[src/rtl/instruction_fetch_stage_if.sv]
// Fetch-stage bus: instruction memory read port plus the decode-side
// instruction/stall/redirect signals, bundled so the stage and its environment share one port.
interface instruction_fetch_stage_if;
  logic [31:0] imemAddress;
  logic        imemReadEnable;
  logic [31:0] imemReadData;
  logic        stall;
  logic        redirect;
  logic [31:0] redirectTarget;
  logic [31:0] instruction;
  logic [31:0] instructionPC;
  logic        instructionValid;

  // Handshake: an instruction transfers to decode in a cycle where
  // instructionValid = 1, stall = 0 and redirect = 0. While stall = 1 the head
  // stays stable. The memory answers a read with imemReadEnable = 1 on
  // imemReadData in the following cycle, with no backpressure.
  modport master (
    output imemAddress, imemReadEnable, instruction, instructionPC, instructionValid,
    input  imemReadData, stall, redirect, redirectTarget
  );

  modport slave (
    input  imemAddress, imemReadEnable, instruction, instructionPC, instructionValid,
    output imemReadData, stall, redirect, redirectTarget
  );
endinterface

[src/rtl/instruction_fetch_stage.sv]
// Instruction fetch: owns fetchPC, reads a one-cycle-latency instruction memory,
// and buffers returned words in a 2-entry FIFO in front of decode.
module instruction_fetch_stage #(
  parameter logic [31:0] RESET_PC        = 32'h00000000,
  parameter logic [31:0] NOP_INSTRUCTION = 32'h00000013
) (
  input logic                        clk,
  input logic                        rst,
  instruction_fetch_stage_if.master  fetchBus
);

  logic [31:0] fetchPC;
  logic        inflight;
  logic [31:0] inflightPC;
  logic [31:0] fifoWord [2];
  logic [31:0] fifoPC   [2];
  logic        headIdx;
  logic [1:0]  count;

  logic        valid;
  logic        pop;
  logic        push;
  logic        issue;
  logic        tailIdx;
  logic [2:0]  creditUsed;

  assign valid = !rst && (count != 2'd0);
  assign pop   = valid && !fetchBus.stall && !fetchBus.redirect;
  assign push  = inflight && !fetchBus.redirect && !rst;

  // Credits count buffered plus in-flight words, so every issued read has a
  // FIFO slot waiting for it one cycle later.
  assign creditUsed = {1'b0, count} + {2'b00, inflight} - {2'b00, pop};
  assign issue      = !rst && !fetchBus.redirect && (creditUsed < 3'd2);

  // With two entries, head + count (mod 2) is the tail; when full the tail
  // aliases the head, which is only written while that head is being popped.
  assign tailIdx = headIdx ^ count[0];

  assign fetchBus.imemAddress      = fetchPC;
  assign fetchBus.imemReadEnable   = issue;
  assign fetchBus.instructionValid = valid;
  assign fetchBus.instruction      = valid ? fifoWord[headIdx] : NOP_INSTRUCTION;
  assign fetchBus.instructionPC    = valid ? fifoPC[headIdx]   : 32'h00000000;

  always_ff @(posedge clk) begin
    if (rst) begin
      fetchPC    <= RESET_PC;
      inflight   <= 1'b0;
      inflightPC <= 32'h00000000;
      headIdx    <= 1'b0;
      count      <= 2'd0;
    end else if (fetchBus.redirect) begin
      fetchPC  <= {fetchBus.redirectTarget[31:2], 2'b00};
      inflight <= 1'b0;
      headIdx  <= 1'b0;
      count    <= 2'd0;
    end else begin
      if (issue) begin
        inflight   <= 1'b1;
        inflightPC <= fetchPC;
        fetchPC    <= fetchPC + 32'd4;
      end else begin
        inflight <= 1'b0;
      end
      headIdx <= headIdx ^ pop;
      count   <= count + {1'b0, push} - {1'b0, pop};
    end
  end

  always_ff @(posedge clk) begin
    if (push) begin
      fifoWord[tailIdx] <= fetchBus.imemReadData;
      fifoPC[tailIdx]   <= inflightPC;
    end
  end

endmodule

[src/flat_wrapper.sv]
// flat-port wrapper written by rule: the top's interface ports become plain ports
module instruction_fetch_stage_flat 
#(
  parameter logic [31:0] RESET_PC        = 32'h00000000,
  parameter logic [31:0] NOP_INSTRUCTION = 32'h00000013
)
  (clk, rst, fetchBus_imemAddress, fetchBus_imemReadEnable, fetchBus_instruction, fetchBus_instructionPC, fetchBus_instructionValid, fetchBus_imemReadData, fetchBus_stall, fetchBus_redirect, fetchBus_redirectTarget);
  instruction_fetch_stage_if fetchBus_i ();
  input logic clk;
  input logic rst;
  output wire logic [$bits(fetchBus_i.imemAddress)-1:0] fetchBus_imemAddress;
  output wire logic [$bits(fetchBus_i.imemReadEnable)-1:0] fetchBus_imemReadEnable;
  output wire logic [$bits(fetchBus_i.instruction)-1:0] fetchBus_instruction;
  output wire logic [$bits(fetchBus_i.instructionPC)-1:0] fetchBus_instructionPC;
  output wire logic [$bits(fetchBus_i.instructionValid)-1:0] fetchBus_instructionValid;
  input wire logic [$bits(fetchBus_i.imemReadData)-1:0] fetchBus_imemReadData;
  input wire logic [$bits(fetchBus_i.stall)-1:0] fetchBus_stall;
  input wire logic [$bits(fetchBus_i.redirect)-1:0] fetchBus_redirect;
  input wire logic [$bits(fetchBus_i.redirectTarget)-1:0] fetchBus_redirectTarget;
  assign fetchBus_imemAddress = fetchBus_i.imemAddress;
  assign fetchBus_imemReadEnable = fetchBus_i.imemReadEnable;
  assign fetchBus_instruction = fetchBus_i.instruction;
  assign fetchBus_instructionPC = fetchBus_i.instructionPC;
  assign fetchBus_instructionValid = fetchBus_i.instructionValid;
  assign fetchBus_i.imemReadData = fetchBus_imemReadData;
  assign fetchBus_i.stall = fetchBus_stall;
  assign fetchBus_i.redirect = fetchBus_redirect;
  assign fetchBus_i.redirectTarget = fetchBus_redirectTarget;
  instruction_fetch_stage #(.RESET_PC(RESET_PC), .NOP_INSTRUCTION(NOP_INSTRUCTION)) u_core (.clk(clk), .rst(rst), .fetchBus(fetchBus_i));
endmodule
[config.mk]
export PLATFORM = sky130hd
export DESIGN_NAME = instruction_fetch_stage_flat
export DESIGN_NICKNAME = d
export VERILOG_FILES = /design/src/rtl/instruction_fetch_stage_if.sv /design/src/rtl/instruction_fetch_stage.sv /design/src/flat_wrapper.sv
export SDC_FILE = /design/constraint.sdc
export NUM_CORES = 1
export LEC_CHECK = 0
export ABC_CLOCK_PERIOD_IN_PS = 12500
export BUFFER_PORTS_ARGS = -buffer_cell sky130_fd_sc_hd__buf_2
export CORE_MARGIN = 2
export CORE_UTILIZATION = 45
export CTS_CLUSTER_SIZE = 25
export DETAILED_ROUTE_END_ITERATION = 8
export GPL_TIMING_DRIVEN = 1
export PLACE_DENSITY = 0.68
export SYNTH_ARGS = -nofsm -noshare
export SYNTH_HDL_FRONTEND = slang
export SYNTH_SLANG_ARGS = --single-unit
[constraint.sdc]
create_clock -name clk -period 12.5 [get_ports clk]
set_clock_uncertainty 0.2 [all_clocks]
set_input_delay 0.625 -clock clk [delete_from_list [all_inputs] [get_ports clk]]
set_output_delay 0.625 -clock clk [all_outputs]
set_load 0.1 [all_outputs]
==> out/qor.yml, run 1 <==
synth_area_leader_cell: "edfxtp_1"
cap_violations: 0
drt_iter0_markers: 339
hp-class: "input pin to flip-flop"
finalSetupTns_ns: 0
insertion_delay_ns: 0.42
grt_remaining_overflow: 0
async_reset_ff_frac: 0
synth_compound_area_frac: 0.06571
synth_edf_count: 124
setup_slack_ns: 7.769
synthCells: 652
drc: 0
synthAdderAreaFrac: 0.009086
initial_core_util: 0.4633
yosys.area.top_type_share: 0.4829
tightest_slew_ns: 1.156
outcome: "completed"
yosys_most_used_dff: "edfxtp_1"
end_kind: "primary output"
total_leakage_power_nw: 3.373
core-area_mm2: 0.01664
cts_made_buffers: 17
critPathKind: "input pin to primary output"
period_share: 0.3785
r2r_cells: 11
path_cells: "buf_2 -> buf_4 -> nor4_1 -> ha_1 -> nand2b_1 -> fa_1 -> xnor2_2 -> nand3_2 -> inv_2 -> buf_2"
rows: 47
arrival_ns: 3.91
synth.area.top_cells: "edfxtp_1, dfxtp_1, mux2i_1, nand2_1, nor2_1"
num_antenna_cells: 0
critPathMaxFanout: 67
rsz0062_at_grt: "false"
cts_hold_buf: 0
avgSynthCellArea_um2: 11.83
yosys.area_share.simple: 0.1381
slowest_stage: "buf_2"
vdd_drop_max_v: 0.0001028
grt_pass1_vias: 5110
nets: 870
io_buffers: 159
synth_xor_area_frac: 0.02596
layout-drive-gt1-share: 0.2556
num-fill-cells: 1481
synth.yosys.seq_area_share: 0.6490
wl_per_cell_um: 16.03
htreeDepth: 4
fin_crit_ns: 4.731
cts_resized: 0
power_density_mw_per_mm2: 147.0
vias: 5429
fmax_ghz: 0.2114
netlist_area_mm2: 0.007711
clk_path_buf_depth: 2
ant_nets: 0
slowest_delay_ns: 0.54
clockRootBuffer: "clkbuf_16"
drtPass1Iterations: 7
total_power_mw: 1.368
cp_common_cell: "buf_2"
finalSetupViolCount: 0
die_x_um: 134.9
die_y_um: 134.9
relSlewSlack: 0.2292
clk_pin_slew_worst_paths_ns: 0.07
grt_max_degree: 68
synth_seq_cells: 188
cts_tree: "yes"
synth.distinct_cells: 46
instances_no_fill: 1030
report.final.slew_viol_count: 0
pre_cts_ws_ns: 7.751
grt_pass1_wl_um: 25980
place_congestion: 0.8437
routed_via_density: 5.271
fin_hold_ws_ns: 0.1905
grt_antenna_before_repair: 1
post-place-cells: 998
place_hpwl_um: 10700
post-cts-setup-buffers: 0
yosysWarnings: 0
crit_required_ns: 11.68
pin_count: 166
synthMuxAreaShare: 0.08340
dieArea_mm2: 0.01820
start_kind: "input pin"
area_growth_pct: 20.67
synth_top_family_by_area: "simple AND/OR/NAND/NOR gates"
routed_wl_um: 16510
finalHoldViolations: 0
cts.sinks: 188
grt_usage: 0.1817
hold_depth: 1
sequential cells by signal, summed over array words and instances, names as in the netlist:
signal                       flops
u_core.fifoWord                 64
u_core.fifoPC                   60
u_core.fetchBus.imemAddress     30
u_core.inflightPC               30
u_core.count                     2
u_core.headIdx                   1
u_core.inflight                  1
per-stage QoR:
step	utilization	instance area (µm²)
finish	0.5591	9305
global placement	0.5213	8676
CTS	0.5591	9305
floorplan	-	7722
detailed placement	0.5213	8676
global route	0.5591	9305
cell families after synthesis:
kind of cell,Yosys count
compound gates,86
xor+xnor,22
fa+ha+maj,5
buf+inv,53
flops,188
mux,64
other cells,1
simple gates,233
critical path: cells and delay by family:
family	cells	cell delay (ns)
xor gates and xnor gates	1	0.33
adders and majority gates	2	0.72
and+or+nand+nor	3	0.77
buffers and inverters	4	1.42
final timing paths:
kind	startpoint	end	slack, ns
worst max-delay path	rst	fetchBus_imemReadEnable	7.77
worst min register to register	u_core.inflightPC[16]	u_core.fifoPC[1][16]	0.25
worst max register to register	u_core.count[1]	u_core.fetchBus.imemAddress[19]	8.48
worst min-delay path	fetchBus_imemReadData[25]	u_core.fifoWord[0][25]	0.19
synth_stat cells, drive strengths merged, types with 12 or more instances:
master    n
nand2    86
inv      12
buf      14
nor2     74
a21oi    49
nand3    13
nand4    12
and2     13
xnor2    14
mux2i    62
dfxtp    64
edfxtp  124
clkbuf   27
per-layer routing:
layer,GRT usage,share of wire,vias up
li1,-,-,2634
met1,0.2563,0.47,2556
met2,0.2800,0.45,223
met3,0.04129,0.074,16
met4,0.05848,0.011,0
met5,0,0,-
where the power goes:
group	internal [mW]	switching (mW)
clock	0.334	0.226
sequential	0.674	0.0156
combinational	0.0255	0.0931
total	1.03	0.335
final cells by class:
type / count / area (µm²) / share of cell area
Sequential cell: 188 / 5009 / 0.5383
Multi-Input combinational cell: 414 / 2514 / 0.2701
Timing Repair Buffer: 164 / 833.3 / 0.08955
Clock buffer: 23 / 511.7 / 0.05500
Tap cell: 220 / 275.3 / 0.02958
Clock inverter: 9 / 117.6 / 0.01264
Inverter: 12 / 45.04 / 0.004841
cell usage in the layout (no fill, tap or decap), types with 5 or more instances in the layout:
cell type	synthesis	final
buf_2	3	159
edfxtp_1	124	124
nand2_1	85	85
nor2_1	74	73
dfxtp_1	64	63
mux2i_1	62	62
a21oi_1	49	49
clkbuf_16	0	20
xnor2_1	13	13
and2_1	13	13
nand4_1	12	12
inv_1	11	11
nand3_1	12	11
nor4_1	10	10
xor2_1	8	8
a31oi_1	8	8
nor3_1	7	7
o22ai_1	7	7
a211oi_1	7	7
buf_4	4	5
(Power assumes the default switching activity.)
==> run 2, diff against run 1 <==
--- a/config.mk
+++ b/config.mk
@@ -5,14 +5,14 @@
 export SDC_FILE = /design/constraint.sdc
 export NUM_CORES = 1
 export LEC_CHECK = 0
-export ABC_CLOCK_PERIOD_IN_PS = 12500
+export ABC_CLOCK_PERIOD_IN_PS = 4000
 export BUFFER_PORTS_ARGS = -buffer_cell sky130_fd_sc_hd__buf_2
 export CORE_MARGIN = 2
 export CORE_UTILIZATION = 45
 export CTS_CLUSTER_SIZE = 25
 export DETAILED_ROUTE_END_ITERATION = 8
 export GPL_TIMING_DRIVEN = 1
-export PLACE_DENSITY = 0.68
+export PLACE_DENSITY = 0.71
 export SYNTH_ARGS = -nofsm -noshare
 export SYNTH_HDL_FRONTEND = slang
 export SYNTH_SLANG_ARGS = --single-unit
==> constraint.sdc (replaced) <==
create_clock -name clk -period 4 [get_ports clk]
set_clock_uncertainty 0.2 [all_clocks]
set_input_delay 0.2 -clock clk [delete_from_list [all_inputs] [get_ports clk]]
set_output_delay 0.2 -clock clk [all_outputs]
set_load 0.1 [all_outputs]
==> run 2 against run 1 <==
Final cell count is 6.4% higher. Sequential cell count stayed put. Via count is 4.2% higher. Clock-buffer cell count is 4 lower. Hold slack worse by 0.13 ns. Sequential share of layout area is 3.4 points lower. Non-clock buffer count is 66 higher. Final area is 6.7% higher. First-iteration DRC count is 8.3% lower. Routed wire length is 2.7% higher.
==> out/qor.yml, run 2 (synthesis gave the netlist of run 1 again) <==
grt_pass1_wl_um: 26590  # +2.4%
vias: 5658  # +4.2%
final_cell_area_mm2: 0.009930  # +6.7%
drtPass1Iterations: 5  # -2
ant_nets: 0  # unchanged
fin_crit_ns: 3.742
drt_iter0_markers: 311  # -8.3%
layout-drive-gt1-share: 0.2443  # -0.01126
clk_pin_slew_worst_paths_ns: 0.07  # about the same
vdd_drop_max_v: 0.0003302  # +220%
start_kind: "flip-flop"
die_x_um: 134.9  # unchanged
critPathKind: "flip-flop to primary output"
grt_antenna_before_repair: 0  # -1
slowest_delay_ns: 0.45  # -0.09 ns
finalSetupViolCount: 0  # unchanged
insertion_delay_ns: 0.42  # about the same
outcome: "completed"
finalSetupTns_ns: 0  # unchanged
finalHoldViolations: 0  # unchanged
crit_required_ns: 3.60  # -8.08 ns
setup_slack_ns: 0.2578  # -7.511 ns
grt_usage: 0.1880  # +0.006288
dieArea_mm2: 0.01820  # unchanged
post-cts-setup-buffers: 0  # unchanged
cts.sinks: 188  # unchanged
largest_reg_flops: 64  # unchanged
placed_area_mm2: 0.008721  # +0.52%
slowest_stage: "fa_1"
post-place-cells: 1002  # +0.40%
htreeDepth: 4  # unchanged
cap_violations: 0  # unchanged
mostFrequentLayoutCells: "buf_2, edfxtp_1, nand2_1, nor2_1"
pin_count: 166  # unchanged
tightest_slew_ns: 0.9514  # -0.2049 ns
period_share: 0.9355
routed_wl_um: 16960  # +2.7%
largest_register: "u_core.fifoWord"
place_hpwl_um: 10560  # -1.3%
place_congestion: 0.8052  # -4.6%
grt_pass1_vias: 5198  # +1.7%
num_antenna_cells: 0  # unchanged
io_buffers: 159  # unchanged
wl_per_cell_um: 15.48  # -3.5%
initial_core_util: 0.4633  # unchanged
grt_max_degree: 67  # -1.5%
core-area_mm2: 0.01664  # unchanged
critPathMaxFanout: 21  # -69%
rows: 47  # unchanged
instances_no_fill: 1096  # +6.4%
num-fill-cells: 1360  # -8.2%
hp-class: "input pin to flip-flop"
area_growth_pct: 28.77
clk_path_buf_depth: 2  # unchanged
report.final.slew_viol_count: 0  # unchanged
die_y_um: 134.9  # unchanged
clockRootBuffer: "clkbuf_16"
relSlewSlack: 0.3650  # +0.1359
mostFrequentLayoutCell: "buf_2"
pre_cts_ws_ns: 0.4127  # -7.338 ns
routed_via_density: 5.162  # -2.1%
cts_made_buffers: 17  # unchanged
path_cells: "nor2_1 -> nor4_2 -> ha_1 -> nand2b_1 -> fa_1 -> xnor2_4 -> nand3_2 -> buf_4 -> inv_2 -> buf_6 -> buf_12"
largestRegisters: "u_core.fifoWord (64), u_core.fifoPC (60)"
power_density_mw_per_mm2: 420.6  # +190%
cts_tree: "yes"
total_leakage_power_nw: 3.623  # +7.4%
arrival_ns: 3.34  # -0.57 ns
rsz0062_at_grt: "false"
end_kind: "primary output"
drc: 0  # unchanged
grt_remaining_overflow: 0  # unchanged
fmax_ghz: 0.2672
nets: 936  # +7.6%
## run 2: cell count changes in the layout (fill, tap and decap cells not counted), sizes merged
cell         previous run  this run
buf                   164       168
bufinv                  2         1
clkbuf                 23        19
clkinv                  1         3
clkinvlp                1         3
dlygate4sd3             0        62
inv                    17        18
## run 2: power by group
part           total [mW]  switching, mW  internal, mW
Clock                1.60          0.723         0.875
Sequential           2.15         0.0484          2.11
Combinational       0.425          0.301         0.123
## run 2: path summary, 6_finish.rpt
path                                                   from                               to  slack, ns  depth (start not counted)
worst max-delay path                        u_core.count[1]          fetchBus_imemReadEnable       0.26                         11
worst min-delay path            fetchBus_redirectTarget[21]  u_core.fetchBus.imemAddress[21]       0.06                          5
worst max register to register              u_core.count[1]  u_core.fetchBus.imemAddress[30]       0.55                         10
worst min register to register         u_core.inflightPC[8]              u_core.fifoPC[1][8]       0.25                          0
## run 2: what timing repair did
action                                  4_1_cts  5_1_grt
hold buffers                                 62        0
resized for setup                             1        3
hold endpoints to repair                     94        0
endpoints found under the setup margin        1        1
## run 2: layer usage
metal,share of wire,track usage,vias up
met5,0,0,-
met2,0.46,0.3006,229
met3,0.082,0.05368,9
met1,0.45,0.2541,2646
li1,-,-,2774
met4,0.0056,0.04737,0
## run 2: through the flow
stage	power, mW	hold slack (ns)	utilization
CTS	4.213	0.03323	0.5957
finish	4.176	0.06014	0.5966
global route	4.321	0.1135	0.5966
global placement	2.564	0.1877	0.5240
floorplan	2.474	0.09887	-
detailed placement	2.568	0.1913	0.5240
## run 2: worst max-delay path, delay by kind of cell, from the launching register on
family,cells,cell delay [ns]
xor gates and xnor gates,1,0.25
adders and majority gates,2,0.74
DFF,1,0.43
buffers and inverters,4,0.90
and+or+nand+nor,4,0.59
## run 2: layout make-up
| type | count | area [µm²] | share of cell area |
|---|---|---|---|
| multi-input combinational | 414 | 2531 | 0.2549 |
| timing repair buffer | 230 | 1503 | 0.1513 |
| clock buffer | 19 | 432.9 | 0.04360 |
| sequential | 188 | 5010 | 0.5045 |
| tap | 220 | 275.3 | 0.02772 |
| clock inverter | 13 | 132.6 | 0.01336 |
| inverter | 12 | 45.04 | 0.004536 |
==> run 3, diff against run 2 <==
--- a/config.mk
+++ b/config.mk
@@ -5,14 +5,14 @@
 export SDC_FILE = /design/constraint.sdc
 export NUM_CORES = 1
 export LEC_CHECK = 0
-export ABC_CLOCK_PERIOD_IN_PS = 4000
+export ABC_CLOCK_PERIOD_IN_PS = 4500
 export BUFFER_PORTS_ARGS = -buffer_cell sky130_fd_sc_hd__buf_2
 export CORE_MARGIN = 2
 export CORE_UTILIZATION = 45
 export CTS_CLUSTER_SIZE = 25
 export DETAILED_ROUTE_END_ITERATION = 8
 export GPL_TIMING_DRIVEN = 1
-export PLACE_DENSITY = 0.71
+export PLACE_DENSITY = 0.68
 export SYNTH_ARGS = -nofsm -noshare
 export SYNTH_HDL_FRONTEND = slang
 export SYNTH_SLANG_ARGS = --single-unit
==> constraint.sdc (replaced) <==
create_clock -name clk -period 4.5 [get_ports clk]
set_clock_uncertainty 0.2 [all_clocks]
set_input_delay 0.225 -clock clk [delete_from_list [all_inputs] [get_ports clk]]
set_output_delay 0.225 -clock clk [all_outputs]
set_load 0.1 [all_outputs]
==> run 3 against run 2 <==
Power down 12%. Clock power down 15%. Final area down 0.34%. Via count up 0.41%. Hold slack better by 0.053 ns. Final cell count unchanged. Sequential share of layout area up 0.16 points. Die area unchanged. Combinational power down 11%. Critical endpoint unchanged. Largest cell class unchanged. Highest routed layer unchanged.
==> out/qor.yml, run 3 (synthesis gave the netlist of run 1 again) <==
outcome: "completed"
insertion_delay_ns: 0.42  # about the same
grt_remaining_overflow: 0  # unchanged
grt_max_degree: 67  # unchanged
ant_nets: 0  # unchanged
slowest_delay_ns: 0.46  # about the same
clockRootBuffer: "clkbuf_16"
largest_register: "u_core.fifoWord"
finalSetupViolCount: 0  # unchanged
post-cts-setup-buffers: 0  # unchanged
rows: 47  # unchanged
wl_per_cell_um: 15.53  # +0.35%
drc: 0  # unchanged
grt_pass1_wl_um: 26850  # +0.99%
cap_violations: 0  # unchanged
drt_iter0_markers: 327  # +5.1%
crit_required_ns: 4.07  # +0.47 ns
cts_resized: 0  # -1
critPathKind: "flip-flop to primary output"
placed_area_mm2: 0.008733  # +0.14%
dieArea_mm2: 0.01820  # unchanged
power_density_mw_per_mm2: 369.4  # -12%
relSlewSlack: 0.2751  # -0.08990
arrival_ns: 3.71  # +0.37 ns
routed_via_density: 5.183  # +0.41%
r2r_slack_ns: 0.58  # +0.03 ns
largestRegisters: "u_core.fifoWord (64), u_core.fifoPC (60)"
rsz0062_at_grt: "false"
nets: 936  # unchanged
finalHoldViolations: 0  # unchanged
routed_wl_um: 17020  # +0.35%
layout-drive-gt1-share: 0.2420  # -0.002283
top_layer_used: "met4"
fin_crit_ns: 4.133
wl_met2_um: 7726  # -1.7%
die_y_um: 134.9  # unchanged
met3_wirelength_um: 1261  # -9.7%
place_hpwl_um: 10940  # +3.6%
end_kind: "primary output"
num_antenna_cells: 0  # unchanged
utilization: 0.5946  # -0.002030
start_kind: "flip-flop"
period_share: 0.9184
core-area_mm2: 0.01664  # unchanged
final_cell_area_mm2: 0.009896  # -0.34%
die_x_um: 134.9  # unchanged
path_cells: "nor2_1 -> nor4_1 -> ha_1 -> nand2b_1 -> fa_1 -> xnor2_2 -> nand3_2 -> inv_2 -> buf_4 -> buf_12"
hp-class: "input pin to flip-flop"
grt_antenna_before_repair: 0  # unchanged
report.final.slew_viol_count: 0  # unchanged
mostFrequentLayoutCells: "buf_2, edfxtp_1, nand2_1, nor2_1, dfxtp_1"
total_power_mw: 3.655  # -12%
clk_pin_slew_worst_paths_ns: 0.07  # about the same
largest_reg_flops: 64  # unchanged
setup_slack_ns: 0.3674  # +0.1095 ns
place_congestion: 0.8721  # +8.3%
total_leakage_power_nw: 3.605  # -0.50%
tightest_slew_ns: 1.087  # +0.1359 ns
fmax_ghz: 0.2420
grt_usage: 0.1889  # +0.0008425
drtPass1Iterations: 4  # -1
critPathMaxFanout: 32  # +52%
initial_core_util: 0.4633  # unchanged
pre_cts_ws_ns: 0.6832  # +0.2704 ns
clk_path_buf_depth: 2  # unchanged
vdd_drop_max_v: 0.0002735  # -17%
cts.sinks: 188  # unchanged
io_buffers: 159  # unchanged
area_growth_pct: 28.33
htreeDepth: 4  # unchanged
wl_met1_um: 7784  # +2.3%
mostFrequentLayoutCell: "buf_2"
grt_pass1_vias: 5455  # +4.9%
slowest_stage: "dfxtp_1"
cts_made_buffers: 17  # unchanged
pin_count: 166  # unchanged
cts_tree: "yes"
vias: 5681  # +0.41%
finalSetupTns_ns: 0  # unchanged
-- run 3: power by group --
part | internal, mW | total [mW] | leakage [nW] | switching, mW
Sequential | 1.87 | 1.91 | 1.62 | 0.0437
Combinational | 0.110 | 0.379 | 1.73 | 0.269
Clock | 0.718 | 1.36 | 0.251 | 0.644
Total | 2.70 | 3.66 | 3.60 | 0.956
-- run 3: repair_timing --
action                                 4_1_cts  5_1_grt
hold buffers                                62        0
endpoints found under the hold margin       94        0
setup endpoints to repair                    0        0
-- run 3: area by class of cell --
class	instances	area, µm²
Clock buffer	18	429.2
Clock inverter	14	112.6
Fill cell	1378	6746
Inverter	12	45.04
Multi-Input combinational cell	414	2514
Sequential cell	188	5009
Tap cell	220	275.3
Timing Repair Buffer	230	1511
-- run 3: path summary, 6_finish.rpt --
path / depth (start not counted) / to / from
min: 5 / u_core.fetchBus.imemAddress[21] / fetchBus_redirectTarget[21]
max reg2reg: 10 / u_core.fetchBus.imemAddress[19] / u_core.count[1]
min reg2reg: 0 / u_core.fifoPC[0][9] / u_core.inflightPC[9]
max: 10 / fetchBus_imemReadEnable / u_core.count[1]
-- run 3: critical path: cells and delay by family (launching register included) --
family                   cells  cell delay (ns)
AND/OR/NAND/NOR              4             0.97
XOR/XNOR                     1             0.31
adder cells (fa/ha/maj)      2             0.72
flip-flops                   1             0.46
buffers and inverters        3             0.78
-- run 3: per-layer routing --
| layer | up-vias | track usage |
|---|---|---|
| met5 | - | 0 |
| met4 | 0 | 0.07251 |
| met3 | 22 | 0.04167 |
| met2 | 248 | 0.2984 |
| met1 | 2652 | 0.2559 |
| li1 | 2759 | - |
-- run 3: metrics by stage --
stage	cells	hold WS, ns
2_1_floorplan	655	0.1239
3_3_place_gp	1002	0.2148
4_1_cts	1096	0.09052
6_report	1096	0.1130
3_5_place_dp	1002	0.2176
5_1_grt	1096	0.1369
